===== config.mk =====
export PLATFORM = sky130hd
export DESIGN_NAME = load_store_unit
export DESIGN_NICKNAME = d
export VERILOG_FILES = /design/src/rtl/load_store_unit.sv
export SDC_FILE = /design/constraint.sdc
export NUM_CORES = 1
export LEC_CHECK = 0
export BUFFER_PORTS_ARGS = -buffer_cell sky130_fd_sc_hd__buf_2
export CELL_PAD_IN_SITES_DETAIL_PLACEMENT = 1
export CELL_PAD_IN_SITES_GLOBAL_PLACEMENT = 1
export CORE_ASPECT_RATIO = 1.1
export CORE_MARGIN = 3
export CORE_UTILIZATION = 38
export CTS_BUF_LIST = sky130_fd_sc_hd__clkbuf_8 sky130_fd_sc_hd__clkbuf_16
export CTS_CLUSTER_SIZE = 12
export DETAILED_ROUTE_END_ITERATION = 6
export PLACE_DENSITY_LB_ADDON = 0.1
export SLEW_MARGIN = 40
export SYNTH_ARGS = -nofsm -noshare
export SYNTH_HDL_FRONTEND = slang
export SYNTH_SLANG_ARGS = --single-unit

===== constraint.sdc =====
create_clock -name i_clk_n -period 3.3 [get_ports i_clk_n]
set_input_delay 0.495 -clock i_clk_n [delete_from_list [all_inputs] [get_ports i_clk_n]]
set_output_delay 0.495 -clock i_clk_n [all_outputs]
set_load 0.02 [all_outputs]

===== src/rtl/load_store_unit.sv =====
// load_store_unit: memory-access stage that turns the ALU result into a byte,
// halfword or word load/store on a single-outstanding req/ack data bus, and
// returns sign/zero-extended load data to writeback.
// Optional build macro LSU_TIMEOUT_EN adds a REQ-state bus watchdog of
// TIMEOUT_CYCLES cycles that completes the access with a one-cycle fault.

module load_store_unit #(
    parameter int unsigned TIMEOUT_CYCLES = 255
) (
    input  logic        i_clk_n,
    input  logic        i_rst_n,
    input  logic [31:0] i_addr,
    input  logic [31:0] i_wdata,
    input  logic [2:0]  i_funct3,
    input  logic        i_load,
    input  logic        i_store,
    output logic        o_busy,
    output logic [31:0] o_rdata,
    output logic        o_fault,
    output logic        o_mem_req,
    output logic        o_mem_we,
    output logic [31:0] o_mem_addr,
    output logic [3:0]  o_mem_be,
    output logic [31:0] o_mem_wdata,
    input  logic        i_mem_ack,
    input  logic [31:0] i_mem_rdata
);

    typedef enum logic [1:0] {
        IDLE = 2'd0,
        REQ  = 2'd1,
        DONE = 2'd2
    } state_t;

    // The watchdog limit has to fit the 16-bit counter and be non-zero.
    if (TIMEOUT_CYCLES == 0 || TIMEOUT_CYCLES > 65535) begin : gBadTimeout
        $error("load_store_unit: TIMEOUT_CYCLES must be in 1..65535");
    end

    state_t      state_q, state_d;
    logic        memReq_q, memReq_d;
    logic        memWe_q, memWe_d;
    logic [31:0] memAddr_q, memAddr_d;
    logic [3:0]  memBe_q, memBe_d;
    logic [31:0] memWdata_q, memWdata_d;
    logic [2:0]  funct3_q, funct3_d;
    logic [1:0]  offset_q, offset_d;
    logic [31:0] rdata_q, rdata_d;
`ifdef LSU_TIMEOUT_EN
    logic [15:0] count_q, count_d;
    logic        timedOut_q, timedOut_d;
`endif

    logic        request;
    logic        isLoad;
    logic        legalF3;
    logic        misaligned;
    logic        idleFault;
    logic        accept;
    logic [3:0]  beNext;
    logic [31:0] wdataNext;
    logic [31:0] laneWord;
    logic [31:0] loadData;

    // A simultaneous load and store is treated as a load.
    assign request = i_load | i_store;
    assign isLoad  = i_load;

    // Decode access size into byte enables, store lane replication and alignment.
    always_comb begin
        legalF3    = 1'b0;
        misaligned = 1'b0;
        beNext     = 4'b0000;
        wdataNext  = i_wdata;
        case (i_funct3[1:0])
            2'b00: begin
                beNext    = 4'b0001 << i_addr[1:0];
                wdataNext = {4{i_wdata[7:0]}};
            end
            2'b01: begin
                beNext     = 4'b0011 << {i_addr[1], 1'b0};
                wdataNext  = {2{i_wdata[15:0]}};
                misaligned = i_addr[0];
            end
            2'b10: begin
                beNext     = 4'b1111;
                misaligned = |i_addr[1:0];
            end
            default: begin
                beNext = 4'b0000;
            end
        endcase
        if (isLoad) begin
            legalF3 = i_funct3 inside {3'b000, 3'b001, 3'b010, 3'b100, 3'b101};
        end else begin
            legalF3 = i_funct3 inside {3'b000, 3'b001, 3'b010};
        end
    end

    assign idleFault = (state_q == IDLE) && request && (!legalF3 || misaligned);
    assign accept    = (state_q == IDLE) && request && !idleFault;

    // Shift the addressed lane down to bit 0, then extend according to funct3.
    assign laneWord = i_mem_rdata >> {offset_q, 3'b000};

    always_comb begin
        case (funct3_q)
            3'b000:  loadData = {{24{laneWord[7]}}, laneWord[7:0]};
            3'b001:  loadData = {{16{laneWord[15]}}, laneWord[15:0]};
            3'b100:  loadData = {24'd0, laneWord[7:0]};
            3'b101:  loadData = {16'd0, laneWord[15:0]};
            default: loadData = laneWord;
        endcase
    end

    // Next-state logic: capture the access in IDLE, wait for ack in REQ, one DONE cycle.
    always_comb begin
        state_d    = state_q;
        memReq_d   = memReq_q;
        memWe_d    = memWe_q;
        memAddr_d  = memAddr_q;
        memBe_d    = memBe_q;
        memWdata_d = memWdata_q;
        funct3_d   = funct3_q;
        offset_d   = offset_q;
        rdata_d    = rdata_q;
`ifdef LSU_TIMEOUT_EN
        count_d    = count_q;
        timedOut_d = 1'b0;
`endif
        case (state_q)
            IDLE: begin
                if (accept) begin
                    memAddr_d  = {i_addr[31:2], 2'b00};
                    memBe_d    = beNext;
                    memWe_d    = !isLoad;
                    memWdata_d = wdataNext;
                    funct3_d   = i_funct3;
                    offset_d   = i_addr[1:0];
                    memReq_d   = 1'b1;
                    state_d    = REQ;
`ifdef LSU_TIMEOUT_EN
                    count_d    = 16'd0;
`endif
                end
            end
            REQ: begin
                if (i_mem_ack) begin
                    memReq_d = 1'b0;
                    rdata_d  = memWe_q ? 32'd0 : loadData;
                    state_d  = DONE;
                end
`ifdef LSU_TIMEOUT_EN
                else if (count_q == 16'(TIMEOUT_CYCLES - 1)) begin
                    memReq_d   = 1'b0;
                    rdata_d    = 32'd0;
                    timedOut_d = 1'b1;
                    state_d    = DONE;
                end else begin
                    count_d = count_q + 16'd1;
                end
`endif
            end
            DONE: begin
                state_d = IDLE;
            end
            default: begin
                state_d = IDLE;
            end
        endcase
    end

    // State and bus registers; reset drops any in-flight access.
    always_ff @(posedge i_clk_n) begin
        if (!i_rst_n) begin
            state_q    <= IDLE;
            memReq_q   <= 1'b0;
            memWe_q    <= 1'b0;
            memAddr_q  <= 32'd0;
            memBe_q    <= 4'd0;
            memWdata_q <= 32'd0;
            funct3_q   <= 3'd0;
            offset_q   <= 2'd0;
            rdata_q    <= 32'd0;
`ifdef LSU_TIMEOUT_EN
            count_q    <= 16'd0;
            timedOut_q <= 1'b0;
`endif
        end else begin
            state_q    <= state_d;
            memReq_q   <= memReq_d;
            memWe_q    <= memWe_d;
            memAddr_q  <= memAddr_d;
            memBe_q    <= memBe_d;
            memWdata_q <= memWdata_d;
            funct3_q   <= funct3_d;
            offset_q   <= offset_d;
            rdata_q    <= rdata_d;
`ifdef LSU_TIMEOUT_EN
            count_q    <= count_d;
            timedOut_q <= timedOut_d;
`endif
        end
    end

    assign o_busy      = (state_q == REQ) || accept;
`ifdef LSU_TIMEOUT_EN
    assign o_fault     = idleFault || timedOut_q;
`else
    assign o_fault     = idleFault;
`endif
    assign o_rdata     = rdata_q;
    assign o_mem_req   = memReq_q;
    assign o_mem_we    = memWe_q;
    assign o_mem_addr  = memAddr_q;
    assign o_mem_be    = memBe_q;
    assign o_mem_wdata = memWdata_q;

endmodule


After elaboration in Yosys (flattened, before gate mapping)
Cells that the tools add are included.
{"block": "word_totals", "reg_bits": 107, "latchBits": 0, "ram_bits": 0, "mem_bits_ro": 0, "input_bits": 104, "out_inout_bits": 104, "wordCells": 57, "n_memories": 0}
{"block": "classes", "add_sub_neg": 0, "mul": 0, "n_div": 0, "n_lt_le_gt_ge": 0, "eq_ne": 12, "n_shift": 3, "mux": 12, "bitwise": 1, "n_reduce_logical": 20}
{"operator": "$pmux W32 S4", "count": 1}
{"operator": "$pmux W32 S2", "count": 1}
{"operator": "$mux W32", "count": 1}
{"operator": "$shr A32 B5 Y32", "count": 1}
{"operator": "$eq A3 B3 Y1 const B", "count": 4}
{"operator": "$pmux W4 S3", "count": 1}
{"operator": "$eq A3 B1 Y1 const B", "count": 2}
{"operator": "$logic_not A3 Y1", "count": 2}
{"operator": "$reduce_and A2 Y1", "count": 3}
{"operator": "$reduce_bool A5 Y1", "count": 1}
{"operator": "$eq A2 B1 Y1 const B", "count": 2}
{"operator": "$logic_not A2 Y1", "count": 2}
{"operator": "$mux W2", "count": 2}
{"operator": "$ne A2 B2 Y1 const B", "count": 2}
{"operator": "$pmux W1 S2", "count": 2}
{"operator": "$pmux W2 S2", "count": 1}
{"operator": "$shl A1 B2 Y4 const A", "count": 1}
{"operator": "$shl A2 B2 Y4 const A", "count": 1}
{"operator": "$eq A3 B2 Y1 const B", "count": 1}
{"operator": "$logic_and A1 B1 Y1", "count": 3}
{"operator": "$logic_not A1 Y1", "count": 3}
{"operator": "$mux W1", "count": 3}
{"operator": "$reduce_and A3 Y1", "count": 1}
{"operator": "$reduce_bool A3 Y1", "count": 1}
{"operator": "5 further kinds", "count": 6}

Longest topological paths before layout
{"block": "depth", "word_depth": 10, "mapped_depth": 9, "mapped_depth_nobuf": 6}

Worst setup path after synthesis
No wires, ideal clock.
{"block": "synth_path", "kind": "input to output", "from": "input port i_funct3[0]", "to": "output port o_fault", "arrival_time_ns": 1.866, "required_time_ns": 2.805, "slack_ns": 0.939, "stages": 6, "path_buffers": 1, "path_cell_list": "inv_1 > ha_1 > nor3_1 > o21ai_2 > clkbuf_1 > a21boi_0"}
{"block": "synth_between", "elab_chain_cells": 6, "elab_cells_between_ends": 14, "classes_between": "eq/ne (6); mux (2); reduce/logical (6)"}
{"item": "from (decl)", "line_no": "14", "text": "input logic [2:0] i_funct3,"}
{"item": "$eq A3 B1 Y1 (tied with other cells)", "line_no": "94, 96"}
{"item": "$reduce_bool A5 Y1 / $reduce_bool A3 Y1 (equally long branches)", "line_no": "94, 96"}
{"item": "$mux W1", "line_no": "93", "text": "if (isLoad) begin"}
{"item": "$logic_not A1 Y1", "line_no": "100", "text": "assign idleFault = (state_q == IDLE) && request && (!legalF3 || misaligned);"}
{"item": "$logic_or A1 B1 Y1 *", "line_no": "100"}
{"item": "$logic_and A1 B1 Y1 *", "line_no": "100"}
{"item": "to (decl)", "line_no": "19", "text": "output logic o_fault,"}
Every way passes the cells marked *; elsewhere a longest branch is shown, timed or not.

Worst setup path in the final report
{"block": "layout_path", "from": "input port i_funct3[1]", "to": "output port o_fault"}
Same word-level chain as after synthesis.

==> impl_metrics.tcl <==
set metrics [dict create \
    min_from "i_load" \
    final.setup.tns_ns 0 \
    syn_area_um2 5011 \
    synth-seq-cells 107 \
    layout.nets 797 \
    post_drt_wl_per_cell_um 18.34 \
    powerDensity_nw_per_um2 535.3 \
    fp.coreArea_um2 12750 \
    fin_crit_sh 0.9089 \
    yosysSeqAreaShare 0.4275 \
    finalCriticalPeriod_ns 3.000 \
    clockBufferDepth 2 \
    crit_path_frequent_cell "buf_2" \
    required_ns 2.80 \
    dieHeight_um 126.4 \
    pin_count 208 \
    worstPathMaxFanout 26 \
    min_to "o_mem_we$_SDFFE_PN0P_" \
    syn2layout_area_growth_pct 28.41 \
    tritoncts "yes" \
    crit_path_max_incr_delay_ns 0.52 \
    synthFlopType "dfxtp_1" \
    startpoint_type "primary input" \
    max_clock_freq_ghz 0.3334 \
    hold_buffers 0 \
    cts-buffers-inserted 9 \
    die_x_um 115.5 \
    diodes 0 \
    rsz0062_at_grt "no" \
    synthDistinctLibCells 48 \
    antenna_found_initial 0 \
    critPathKind "primary input to output pin" \
    clkLatencyLatePin_ns 0.34 \
    cp_top_family "compound AO/OA/AOI/OAI gates" \
    drv_cap 0 \
    synth_area_leaders "dfxtp_1 43%, mux2i_1 11%, nand2_1 7.6%" \
    fin_util 0.5047 \
    vias 4608 \
    grt_pass1_vias 4646 \
    synth.top_cell.area_share 0.4275 \
    crit_arrival_ns 2.50 \
    whs_path_depth 2 \
    endpoint_kind "output pin" \
    antenna_left 0 \
    synth.avg_cell_area_um2 9.826 \
    gp_congestion 0.8960 \
    viasPerCell 5.421 \
    worstReg2RegEnd "o_rdata[20]$_SDFFE_PN0P_" \
    status "finished, final reports clean" \
    ys_warn_count 0 \
    crit_buf_inv 4 \
    p_leak_nw 3.106 \
    fillers 1508 \
    synth_edf_count 0 \
    hp-class "primary input to flip-flop" \
    synthMostInstantiatedCell "dfxtp_1" \
    rr_startpoint "state_q[1]$_SDFFE_PN0P_" \
    slew_headroom 0.4743 \
    rr_worst_depth 5 \
    die_area_um2 14600 \
    finClkSkew_ns 0.004392 \
    tightest_slew_ns 0.7878 \
    drv_slew 0 \
    clk_pin_slew_ns 0.07 \
    path_cells "buf_2, inv_1, ha_1, o211a_1, a31oi_4, buf_4, a21boi_0, buf_2" \
    synth_common_cells "107 x dfxtp_1, 102 x nand2_1, 55 x mux2i_1" \
    finalSetupViolations 0 \
    port_buffers 205 \
    cts_setup_buffers 0 \
    async_flop_share 0 \
    layout-drive-gt1-share 0.3838 \
    initial_utilization 0.3930 \
    grt_use_total 0.2068 \
    cts_resized 0 \
    vdd_drop_max_v 0.0002754 \
    rows 43 \
    drt-pass1-iter-count 4 \
    wirelength_um 15590 \
    synth_top_area_cell "dfxtp_1" \
    drt_iter0_markers 194 \
    drc 0 \
    numClockSinks 107 \
    rrSetupSlack_ns 0.96 \
    grt-ovfl-total 0 \
    final_hold_viol_count 0 \
    grt_first_pass_wirelength_um 24140 \
    syn_inst 510 \
    cp_slowest_cell "ha_1" \
    hpwl_um 11540 \
    ctsHtreeMaxLevel 3 \
    grt_start_max_net_pins 109 \
    cts-root-buf "clkbuf_16" \
]
[placed cells by master (no fill, tap or decap), drive strengths merged, types with 2 or more instances in the layout]
cell,synthesis,routed
mux2,17,17
clkinv,0,3
conb,1,2
nor3b,2,2
nor3,2,2
nor2,17,17
inv,3,3
bufinv,0,3
nor2b,2,2
a22oi,16,16
mux4,8,8
a221oi,7,7
dfxtp,107,107
o21a,2,2
nand2,102,102
mux2i,55,55
clkbuf,27,9
a221o,16,16
o21ai,14,14
nand3,2,2
a31oi,10,10
nand2b,10,10
a21boi,9,9
a311oi,8,8
o211a,17,17
nand4,16,16
ha,4,4
buf,20,214
a21oi,4,4
[stage by stage]
stage	setup slack (ns)	std cells	cell area (um^2)	hold WS [ns]	power, mW
after floorplan	0.9389	511	5015	0.4748	1.979
after global placement	0.3787	834	6087	0.4295	2.228
after detailed placement	0.3758	834	6091	0.4453	2.249
after CTS	0.3613	849	6421	0.3629	3.472
after global routing	0.2406	850	6435	0.3708	3.590
final	0.3005	850	6435	0.3776	3.445
[power by group]
group | leakage (nW) | switching, mW | internal, mW | total (mW)
registers | 0.874 | 0.0582 | 1.39 | 1.45
logic | 2.07 | 0.459 | 0.310 | 0.769
clock network | 0.165 | 0.492 | 0.735 | 1.23
[worst reg2reg max path: stages, from the launching register on]
cell and delay, ns:
dfxtp_1 0.33, and4bb_1 0.50, nand2_1 0.40, a2111oi_4 0.67
buf_4 0.27, a221o_1 0.12
[sequential cells by signal, indices dropped and copies added, names as in the netlist]
signal	cells
funct3_q	3
o_mem_addr	30
o_mem_be	4
o_mem_req	1
o_mem_wdata	32
o_mem_we	1
o_rdata	32
offset_q	2
state_q	2
[how the worst max path moves through the flow]
stage,from,end,slack [ns],cells past startpoint
6_report,i_funct3[1],o_fault,0.30,8
5_1_grt,i_funct3[1],o_fault,0.24,8
4_1_cts,i_funct3[1],o_fault,0.36,8
3_5_place_dp,i_funct3[1],o_fault,0.38,8
3_3_place_gp,i_funct3[1],o_fault,0.38,8
2_1_floorplan,i_funct3[0],o_fault,0.94,6
[final cells by class]
type / instances / area (um^2) / area share
Tap cell: 157 / 196.4 / 0.03053
Multi-Input combinational cell: 354 / 2630 / 0.4087
Clock buffer: 9 / 225.2 / 0.03500
Inverter: 3 / 11.26 / 0.001750
Timing Repair Buffer: 214 / 1125 / 0.1748
Sequential cell: 107 / 2142 / 0.3329
Clock inverter: 6 / 105.1 / 0.01633
[metal layers]
metal  vias up  global-route usage  routed length [um]
met4         0             0.06768                 255
met5         -                   0                   0
met2       131              0.3464                7658
met3        17             0.04437                 845
met1      2248              0.2638                6829
li1       2212                   -                   -
[kinds of logic after synthesis]
| family | count (synthesis) | synth area share |
|---|---|---|
| other cells | 1 | 0.0007483 |
| flops | 107 | 0.4275 |
| fa+ha+maj | 4 | 0.009988 |
| mux | 80 | 0.1840 |
| xor+xnor | 1 | 0.001748 |
| buf+inv | 50 | 0.05069 |
| simple gates | 160 | 0.1478 |
| compound gates | 107 | 0.1775 |
No activity file was read; power rests on OpenSTA's default activity.
